**src/rtl/floor_scheduler_if.sv**
```systemverilog
// ============================================================================
//  Module      : floor_scheduler_if
//  Description : Floor-request bundle between the request handler (master)
//                and the floor scheduler (slave).
//  Revision    : 1.0 - initial release
// ============================================================================
`default_nettype none

interface floor_scheduler_if #(
  parameter int NUM_FLOORS  = 10,
  parameter int FLOOR_WIDTH = 4
);
  logic [NUM_FLOORS-1:0]  floor_requests;
  logic                   door_hold;
  logic [FLOOR_WIDTH-1:0] current_floor;
  logic                   clear_current_request;
  logic                   door_open;
  logic                   moving;
  logic                   direction;
  logic                   idle;

  // Request handler side: owns the pending vector and the door-hold button.
  modport master (
    output floor_requests,
    output door_hold,
    input  current_floor,
    input  clear_current_request,
    input  door_open,
    input  moving,
    input  direction,
    input  idle
  );

  // Scheduler side: consumes requests, reports car position and status.
  modport slave (
    input  floor_requests,
    input  door_hold,
    output current_floor,
    output clear_current_request,
    output door_open,
    output moving,
    output direction,
    output idle
  );
endinterface

`default_nettype wire

```
**src/rtl/floor_scheduler.sv**
```systemverilog
// ============================================================================
//  Module      : floor_scheduler
//  Description : Direction-preserving sweep scheduler. Moves the car one
//                floor at a time, opens the door at requested floors and
//                pulses clear_current_request to retire the serviced bit.
//  Revision    : 1.0 - initial release
// ============================================================================
`default_nettype none

module floor_scheduler #(
  parameter int NUM_FLOORS    = 10,
  parameter int FLOOR_WIDTH   = 4,
  parameter int TRAVEL_CYCLES = 4,
  parameter int DOOR_CYCLES   = 8
) (
  input  logic               clk,
  input  logic               reset,
  floor_scheduler_if.slave   sched_io
);

  localparam logic [1:0] S_EVAL      = 2'd0;
  localparam logic [1:0] S_MOVE_UP   = 2'd1;
  localparam logic [1:0] S_MOVE_DOWN = 2'd2;
  localparam logic [1:0] S_DOOR_OPEN = 2'd3;

  localparam int TRAVEL_W = (TRAVEL_CYCLES > 1) ? $clog2(TRAVEL_CYCLES) : 1;
  localparam int DOOR_W   = $clog2(DOOR_CYCLES);

  localparam logic [TRAVEL_W-1:0]    TRAVEL_LAST = TRAVEL_W'(TRAVEL_CYCLES - 1);
  localparam logic [DOOR_W-1:0]      DOOR_LAST   = DOOR_W'(DOOR_CYCLES - 1);
  localparam logic [FLOOR_WIDTH-1:0] TOP_FLOOR   = FLOOR_WIDTH'(NUM_FLOORS - 1);
  localparam logic [FLOOR_WIDTH-1:0] ONE_FLOOR   = FLOOR_WIDTH'(1);

  logic [1:0]             state_q,      state_d;
  logic [FLOOR_WIDTH-1:0] floor_q,      floor_d;
  logic                   dir_q,        dir_d;
  logic                   clear_q,      clear_d;
  logic [TRAVEL_W-1:0]    travel_cnt_q, travel_cnt_d;
  logic [DOOR_W-1:0]      door_cnt_q,   door_cnt_d;

  logic here, above, below;

  // Classify pending requests relative to the car position.
  always_comb begin
    here  = 1'b0;
    above = 1'b0;
    below = 1'b0;
    for (int i = 0; i < NUM_FLOORS; i++) begin
      if (sched_io.floor_requests[i]) begin
        if (i == int'(floor_q)) here  = 1'b1;
        if (i >  int'(floor_q)) above = 1'b1;
        if (i <  int'(floor_q)) below = 1'b1;
      end
    end
  end

  // Next-state logic: sweep priority in EVAL, timed MOVE and DOOR phases.
  always_comb begin
    state_d      = state_q;
    floor_d      = floor_q;
    dir_d        = dir_q;
    clear_d      = 1'b0;
    travel_cnt_d = travel_cnt_q;
    door_cnt_d   = door_cnt_q;
    case (state_q)
      S_EVAL: begin
        travel_cnt_d = '0;
        door_cnt_d   = '0;
        if (here) begin
          state_d = S_DOOR_OPEN;
          clear_d = 1'b1;
        end else if (dir_q && above) begin
          state_d = S_MOVE_UP;
        end else if (!dir_q && below) begin
          state_d = S_MOVE_DOWN;
        end else if (above) begin
          dir_d   = 1'b1;
          state_d = S_MOVE_UP;
        end else if (below) begin
          dir_d   = 1'b0;
          state_d = S_MOVE_DOWN;
        end
      end
      S_MOVE_UP: begin
        if (travel_cnt_q == TRAVEL_LAST) begin
          travel_cnt_d = '0;
          state_d      = S_EVAL;
          if (floor_q != TOP_FLOOR) floor_d = floor_q + ONE_FLOOR;
        end else begin
          travel_cnt_d = travel_cnt_q + 1'b1;
        end
      end
      S_MOVE_DOWN: begin
        if (travel_cnt_q == TRAVEL_LAST) begin
          travel_cnt_d = '0;
          state_d      = S_EVAL;
          if (floor_q != '0) floor_d = floor_q - ONE_FLOOR;
        end else begin
          travel_cnt_d = travel_cnt_q + 1'b1;
        end
      end
      default: begin
        // Door open: a held door restarts its dwell time.
        if (sched_io.door_hold) begin
          door_cnt_d = '0;
        end else if (door_cnt_q == DOOR_LAST) begin
          door_cnt_d = '0;
          state_d    = S_EVAL;
        end else begin
          door_cnt_d = door_cnt_q + 1'b1;
        end
      end
    endcase
  end

  // State registers with asynchronous reset to idle at floor 0, heading up.
  always_ff @(posedge clk or posedge reset) begin
    if (reset) begin
      state_q      <= S_EVAL;
      floor_q      <= '0;
      dir_q        <= 1'b1;
      clear_q      <= 1'b0;
      travel_cnt_q <= '0;
      door_cnt_q   <= '0;
    end else begin
      state_q      <= state_d;
      floor_q      <= floor_d;
      dir_q        <= dir_d;
      clear_q      <= clear_d;
      travel_cnt_q <= travel_cnt_d;
      door_cnt_q   <= door_cnt_d;
    end
  end

  assign sched_io.current_floor         = floor_q;
  assign sched_io.clear_current_request = clear_q;
  assign sched_io.direction             = dir_q;
  assign sched_io.door_open             = (state_q == S_DOOR_OPEN);
  assign sched_io.moving                = (state_q == S_MOVE_UP) || (state_q == S_MOVE_DOWN);
  assign sched_io.idle                  = (state_q == S_EVAL) && (sched_io.floor_requests == '0);

endmodule

`default_nettype wire

```
**src/flat_wrapper.sv**
```systemverilog
// flat-port wrapper written by rule: the top's interface ports become plain ports
module floor_scheduler_flat 
#(
  parameter int NUM_FLOORS    = 10,
  parameter int FLOOR_WIDTH   = 4,
  parameter int TRAVEL_CYCLES = 4,
  parameter int DOOR_CYCLES   = 8
)
  (clk, reset, sched_io_floor_requests, sched_io_door_hold, sched_io_current_floor, sched_io_clear_current_request, sched_io_door_open, sched_io_moving, sched_io_direction, sched_io_idle);
  floor_scheduler_if #(.NUM_FLOORS(NUM_FLOORS), .FLOOR_WIDTH(FLOOR_WIDTH)) sched_io_i ();
  input  logic clk;
  input  logic reset;
  input wire logic [$bits(sched_io_i.floor_requests)-1:0] sched_io_floor_requests;
  input wire logic [$bits(sched_io_i.door_hold)-1:0] sched_io_door_hold;
  output wire logic [$bits(sched_io_i.current_floor)-1:0] sched_io_current_floor;
  output wire logic [$bits(sched_io_i.clear_current_request)-1:0] sched_io_clear_current_request;
  output wire logic [$bits(sched_io_i.door_open)-1:0] sched_io_door_open;
  output wire logic [$bits(sched_io_i.moving)-1:0] sched_io_moving;
  output wire logic [$bits(sched_io_i.direction)-1:0] sched_io_direction;
  output wire logic [$bits(sched_io_i.idle)-1:0] sched_io_idle;
  assign sched_io_i.floor_requests = sched_io_floor_requests;
  assign sched_io_i.door_hold = sched_io_door_hold;
  assign sched_io_current_floor = sched_io_i.current_floor;
  assign sched_io_clear_current_request = sched_io_i.clear_current_request;
  assign sched_io_door_open = sched_io_i.door_open;
  assign sched_io_moving = sched_io_i.moving;
  assign sched_io_direction = sched_io_i.direction;
  assign sched_io_idle = sched_io_i.idle;
  floor_scheduler #(.NUM_FLOORS(NUM_FLOORS), .FLOOR_WIDTH(FLOOR_WIDTH), .TRAVEL_CYCLES(TRAVEL_CYCLES), .DOOR_CYCLES(DOOR_CYCLES)) u_core (.clk(clk), .reset(reset), .sched_io(sched_io_i));
endmodule
```
**config.mk**
```make
export PLATFORM = sky130hd
export DESIGN_NAME = floor_scheduler_flat
export DESIGN_NICKNAME = d
export VERILOG_FILES = /design/src/rtl/floor_scheduler_if.sv /design/src/rtl/floor_scheduler.sv /design/src/flat_wrapper.sv
export SDC_FILE = /design/constraint.sdc
export NUM_CORES = 1
export LEC_CHECK = 0
export ABC_AREA = 1
export BUFFER_PORTS_ARGS = -buffer_cell sky130_fd_sc_hd__buf_2
export CAP_MARGIN = 0
export CORE_UTILIZATION = 60
export DETAILED_ROUTE_END_ITERATION = 6
export PLACE_DENSITY_LB_ADDON = 0.15
export SLEW_MARGIN = 20
export SYNTH_ARGS = -nofsm -noshare
export SYNTH_HDL_FRONTEND = slang
export SYNTH_SLANG_ARGS = --single-unit
```
**constraint.sdc**
```tcl
create_clock -name clk -period 4.15 [get_ports clk]
set_input_delay 0.6225 -clock clk [delete_from_list [all_inputs] [get_ports clk]]
set_output_delay 0.6225 -clock clk [all_outputs]
set_load 0.1 [all_outputs]
```
# ---- Yosys cells after proc, flatten, opt, wreduce, memory -nomap -nowiden
# Cells that the tools add are included.
dict set report totals {
  ff_bits 13
  inputBits 13
  output_inout_bits 9
  elab_cells 152
}
dict set report classes {
  add_sub_neg 4
  order_cmp 19
  eq_ne 22
  muxes 81
  bitwise_logic 3
  reduce_logical 17
}
# cell count
set op_table {}
lappend op_table {{two-way mux 1 bit} 62}
lappend op_table {{== test 4 bit, first input constant} 6}
lappend op_table {{two-way mux 2 bit} 9}
lappend op_table {{greater-than comparator 3 x 4 -> 1 bit, first input constant} 4}
lappend op_table {{less-than comparator 3 x 4 -> 1 bit, first input constant} 4}
lappend op_table {{two-way mux 4 bit} 4}
lappend op_table {{logical NOT 10 bit} 1}
lappend op_table {{inequality test 2 x 1 -> 1 bit, second input constant} 5}
lappend op_table {{AND reduction 5 bit} 2}
lappend op_table {{== test 3 x 4 -> 1 bit, first input constant} 2}
lappend op_table {{greater-than comparator 2 x 4 -> 1 bit, first input constant} 2}
lappend op_table {{greater-than comparator 4 bit, first input constant} 2}
lappend op_table {{less-than comparator 1 x 4 -> 1 bit, first input constant} 2}
lappend op_table {{less-than comparator 2 x 4 -> 1 bit, first input constant} 2}
lappend op_table {{less-than comparator 4 bit, first input constant} 2}
lappend op_table {{one-hot mux 2 bit (2 select lines)} 2}
lappend op_table {{one-hot mux 4 bit (2 select lines)} 1}
lappend op_table {{== test 2 bit, second input constant} 3}
lappend op_table {{two-way mux 3 bit} 2}
lappend op_table {{inequality test 6 x 1 -> 1 bit, second input constant} 1}
lappend op_table {{one-hot mux 3 bit (2 select lines)} 1}
lappend op_table {{nonzero test 2 bit} 3}
lappend op_table {{adder 4 x 1 -> 4 bit, second input constant} 1}
lappend op_table {{== test 2 x 4 -> 1 bit, first input constant} 1}
lappend op_table {{18 further kinds} 22}

# ---- Longest topological paths before layout
dict set report depth {
  depth_word 27
  ltp_mapped 14
  mapped_depth_nobuf 14
}

# ---- Worst setup path before layout
# No wires, ideal clock.
dict set report synth_path {
  path_kind {input-to-output}
  startpoint {in sched_io_floor_requests[2]}
  endpoint {out sched_io_idle}
  t_arrival_ns 3.929
  t_required_ns 3.527
  slack_ns -0.402
  path_stages 4
  n_path_buf 0
  path_cell_list {or2_2 -> nor3_1 -> nand2_1 -> nor4_1}
}
dict set report synth_between {
  elab_chain_len 2
}
# element line
set synth_lines {}
lappend synth_lines {{from (decl)} flat_wrapper.sv:13} ;# input wire logic [$bits(sched_io_i.floor_requests)-1:0] sched_io_floor_requests;
lappend synth_lines {{logical NOT 10 bit} floor_scheduler.sv:140} ;# assign sched_io.idle = (state_q == S_EVAL) && (sched_io.floor_requests == '0);
lappend synth_lines {{logical AND 1 bit} floor_scheduler.sv:140}
lappend synth_lines {{to (decl)} flat_wrapper.sv:20} ;# output wire logic [$bits(sched_io_i.idle)-1:0] sched_io_idle;
# Every way passes these cells.

# ---- Final worst setup path
# Same ends and word-level chain as after synthesis.

==> impl_metrics.tcl <==
set metrics [dict create \
    synth_area_leaders "dfrtp_1, nand2_1, ha_1" \
    crit_type "primary input to output port" \
    post-route-drc-count 0 \
    numCtsBuffers 3 \
    core_um2 1962 \
    arrival_ns 1.86 \
    synth-seq-cells 13 \
    grt_setup_unrepaired "no" \
    finalHoldViolations 0 \
    synth_common_cells "nand2_1, inv_1, nand3_1" \
    rows 16 \
    synthFlopType "dfrtp_1" \
    gp_congestion 0.9437 \
    finalSetupViolCount 0 \
    clk_pin_slew_ns 0.08 \
    synth_top_area_frac 0.2410 \
    final_max_slew_viol_count 0 \
    drtPass1Iterations 4 \
    num-fill-cells 176 \
    clk_latency_ns 0.28 \
    slowest_stage "buf_2" \
    synth_warnings 0 \
    crit_path_max_incr_delay_ns 0.46 \
    grtUsageMet3 0.04528 \
    worstPathRequired_ns 3.53 \
    grt_start_max_net_pins 14 \
    netlist_area_um2 1246 \
    h-tree-depth 1 \
    grt_pass1_vias 1097 \
    crit_buf_inv 2 \
    dr_total_vias 1272 \
    ys_types 26 \
    worstPathCellList "buf_2 -> or2_2 -> nor3_1 -> nand2_1 -> nor4_2 -> buf_2" \
    antenna_found_initial 0 \
    dp_hpwl_um 2365 \
    timing.final.ws_setup_ns 1.668 \
    grt_pass1_wl_um 4623 \
    gr-total-overflow 0 \
    cts-resized-gates 0 \
    async_flop_share 1.000 \
    finClkSkew_ns 0.001309 \
    viasPerCell 5.367 \
    slew_headroom 0.6646 \
    cts_hold_buf 0 \
    start_util 0.6352 \
    track_usage 0.2893 \
    period_needed_ns 2.482 \
    met2_usage 0.4712 \
    wl_um 2927 \
    port_buffers 21 \
    fin_util 0.7111 \
    nNetsFinal 236 \
    drtIter0Drc 43 \
    critPathMaxFanout 3 \
    outcome "completed" \
    synth_top_cell_by_area "dfrtp_1" \
    fin_hold_ws_ns 0.3514 \
    synthToLayoutAreaGrowth_pct 11.95 \
    max_freq_mhz 402.9 \
    cts_tree "built" \
    cts.sinks 13 \
    tightest_slew_ns 0.5025 \
    cpLargestDelayFamily "simple AND/OR/NAND/NOR gates" \
    diodes 0 \
    met1_usage 0.4103 \
    wl_per_cell_um 12.35 \
    pin_count 22 \
    finalSetupTns_ns 0 \
    post-synth-top-count-cell "nand2_1" \
    synthCells 187 \
    syn_nets 212 \
    synth-seq-area-share 0.2620 \
    hp-class "primary input to asynchronous set/reset pin" \
    synth_edf_count 0 \
    dieArea_um2 2263 \
    critPathLaunchType "primary input" \
    clk_path_buf_depth 2 \
    post-cts-setup-buffer-count 0 \
    cp_common_cell "buf_2" \
    dp_worst_setup_slack_ns 1.663 \
    cap_violations 0 \
    cts_root_buf "clkbuf_4" \
    drive_gt1_frac 0.2143 \
    busiest_layer "met2" \
    endpoint_kind "output port" \
    post-route-period-util 0.5981 \
    die_h_um 47.58 \
    avgSynthCellArea_um2 6.664 \
    final_antenna_net_count 0 \
    die_w_um 47.58 \
]
## final cells by class
cell class	count	area, µm²	share of cell area
Timing Repair Buffer	21	105.1	0.07534
Inverter	30	112.6	0.08072
Multi-Input combinational cell	142	790.8	0.5668
Tap cell	27	33.78	0.02422
Clock buffer	4	26.28	0.01883
Sequential cell	13	326.6	0.2341
## worst reg2reg max path, stage by stage, from the launching register on
cell	delay (ns)
dfrtp_1	0.48
inv_1	0.14
ha_1	0.28
nand2_1	0.08
inv_1	0.03
o21ai_0	0.25
nand2_1	0.09
nor2_1	0.11
nand2_1	0.10
nand2_1	0.08
nand2_1	0.07
nor2_1	0.13
o21ai_2	0.07
## worst paths after layout
path | endpoint | start | slack [ns] | cells past startpoint
setup / recovery | sched_io_idle | sched_io_floor_requests[2] | 1.67 | 6
min in group clk | u_core.travel_cnt_q[1]$_DFFE_PP0N_ | u_core.travel_cnt_q[1]$_DFFE_PP0N_ | 0.50 | 2
setup reg to reg | u_core.state_q[0]$_DFFE_PP0P_ | u_core.sched_io.current_floor[0]$_DFFE_PP0P_ | 2.13 | 12
hold / removal | u_core.sched_io.clear_current_request$_DFF_PP0_ | reset | 0.35 | 2
hold reg to reg | u_core.travel_cnt_q[1]$_DFFE_PP0N_ | u_core.travel_cnt_q[1]$_DFFE_PP0N_ | 0.50 | 2
max in group asynchronous | u_core.sched_io.direction$_DFFE_PP1P_ | reset | 3.44 | 2
## cell families after synthesis
logic type / share of synthesized area
AO/OA/AOI/OAI: 0.08535
flip-flops: 0.2621
XOR/XNOR: 0.02811
buffers and inverters: 0.1084
adder cells (fa/ha/maj): 0.1205
AND/OR/NAND/NOR: 0.3956
## metal layers
metal  up-vias  wire length (µm)
met1       582              1327
li1        641                 -
met2        45              1423
met4         0                27
met3         4               148
met5         -                 0
## stage by stage
stage	instance area [µm²]	std cells
2_1_floorplan	1252	187
5_1_grt	1395	237
3_5_place_dp	1369	233
6_report	1395	237
3_3_place_gp	1369	233
4_1_cts	1395	237
## state kept, by name, indices dropped and copies added (netlist names)
signal / cells
u_core.door_cnt_q: 3
u_core.sched_io.clear_current_request: 1
u_core.sched_io.current_floor: 4
u_core.sched_io.direction: 1
u_core.state_q: 2
u_core.travel_cnt_q: 2
## placed cells by master (no fill, tap or decap)
cell type and count:
nand2_2 4, o21ai_2 2, clkbuf_1 1, inv_1 24, or2_2 1, buf_2 21
a21oi_1 2, nand3_1 20, nor3_1 2, o21ai_1 2, clkinv_1 1, o21ai_0 6
a211oi_2 1, o211ai_1 1, nor4_1 1, nor4_2 1, nor2_4 2, nand4_1 4
a221oi_1 1, dfstp_2 1, a32o_1 1, nor2_2 4, nor2_1 10, inv_2 5
nand2_1 61, clkbuf_4 3, xor2_1 4, dfrtp_1 12, ha_1 12
Power is not shown: default switching activity piles up to over one toggle a cycle in this logic, so the estimate is an artifact.
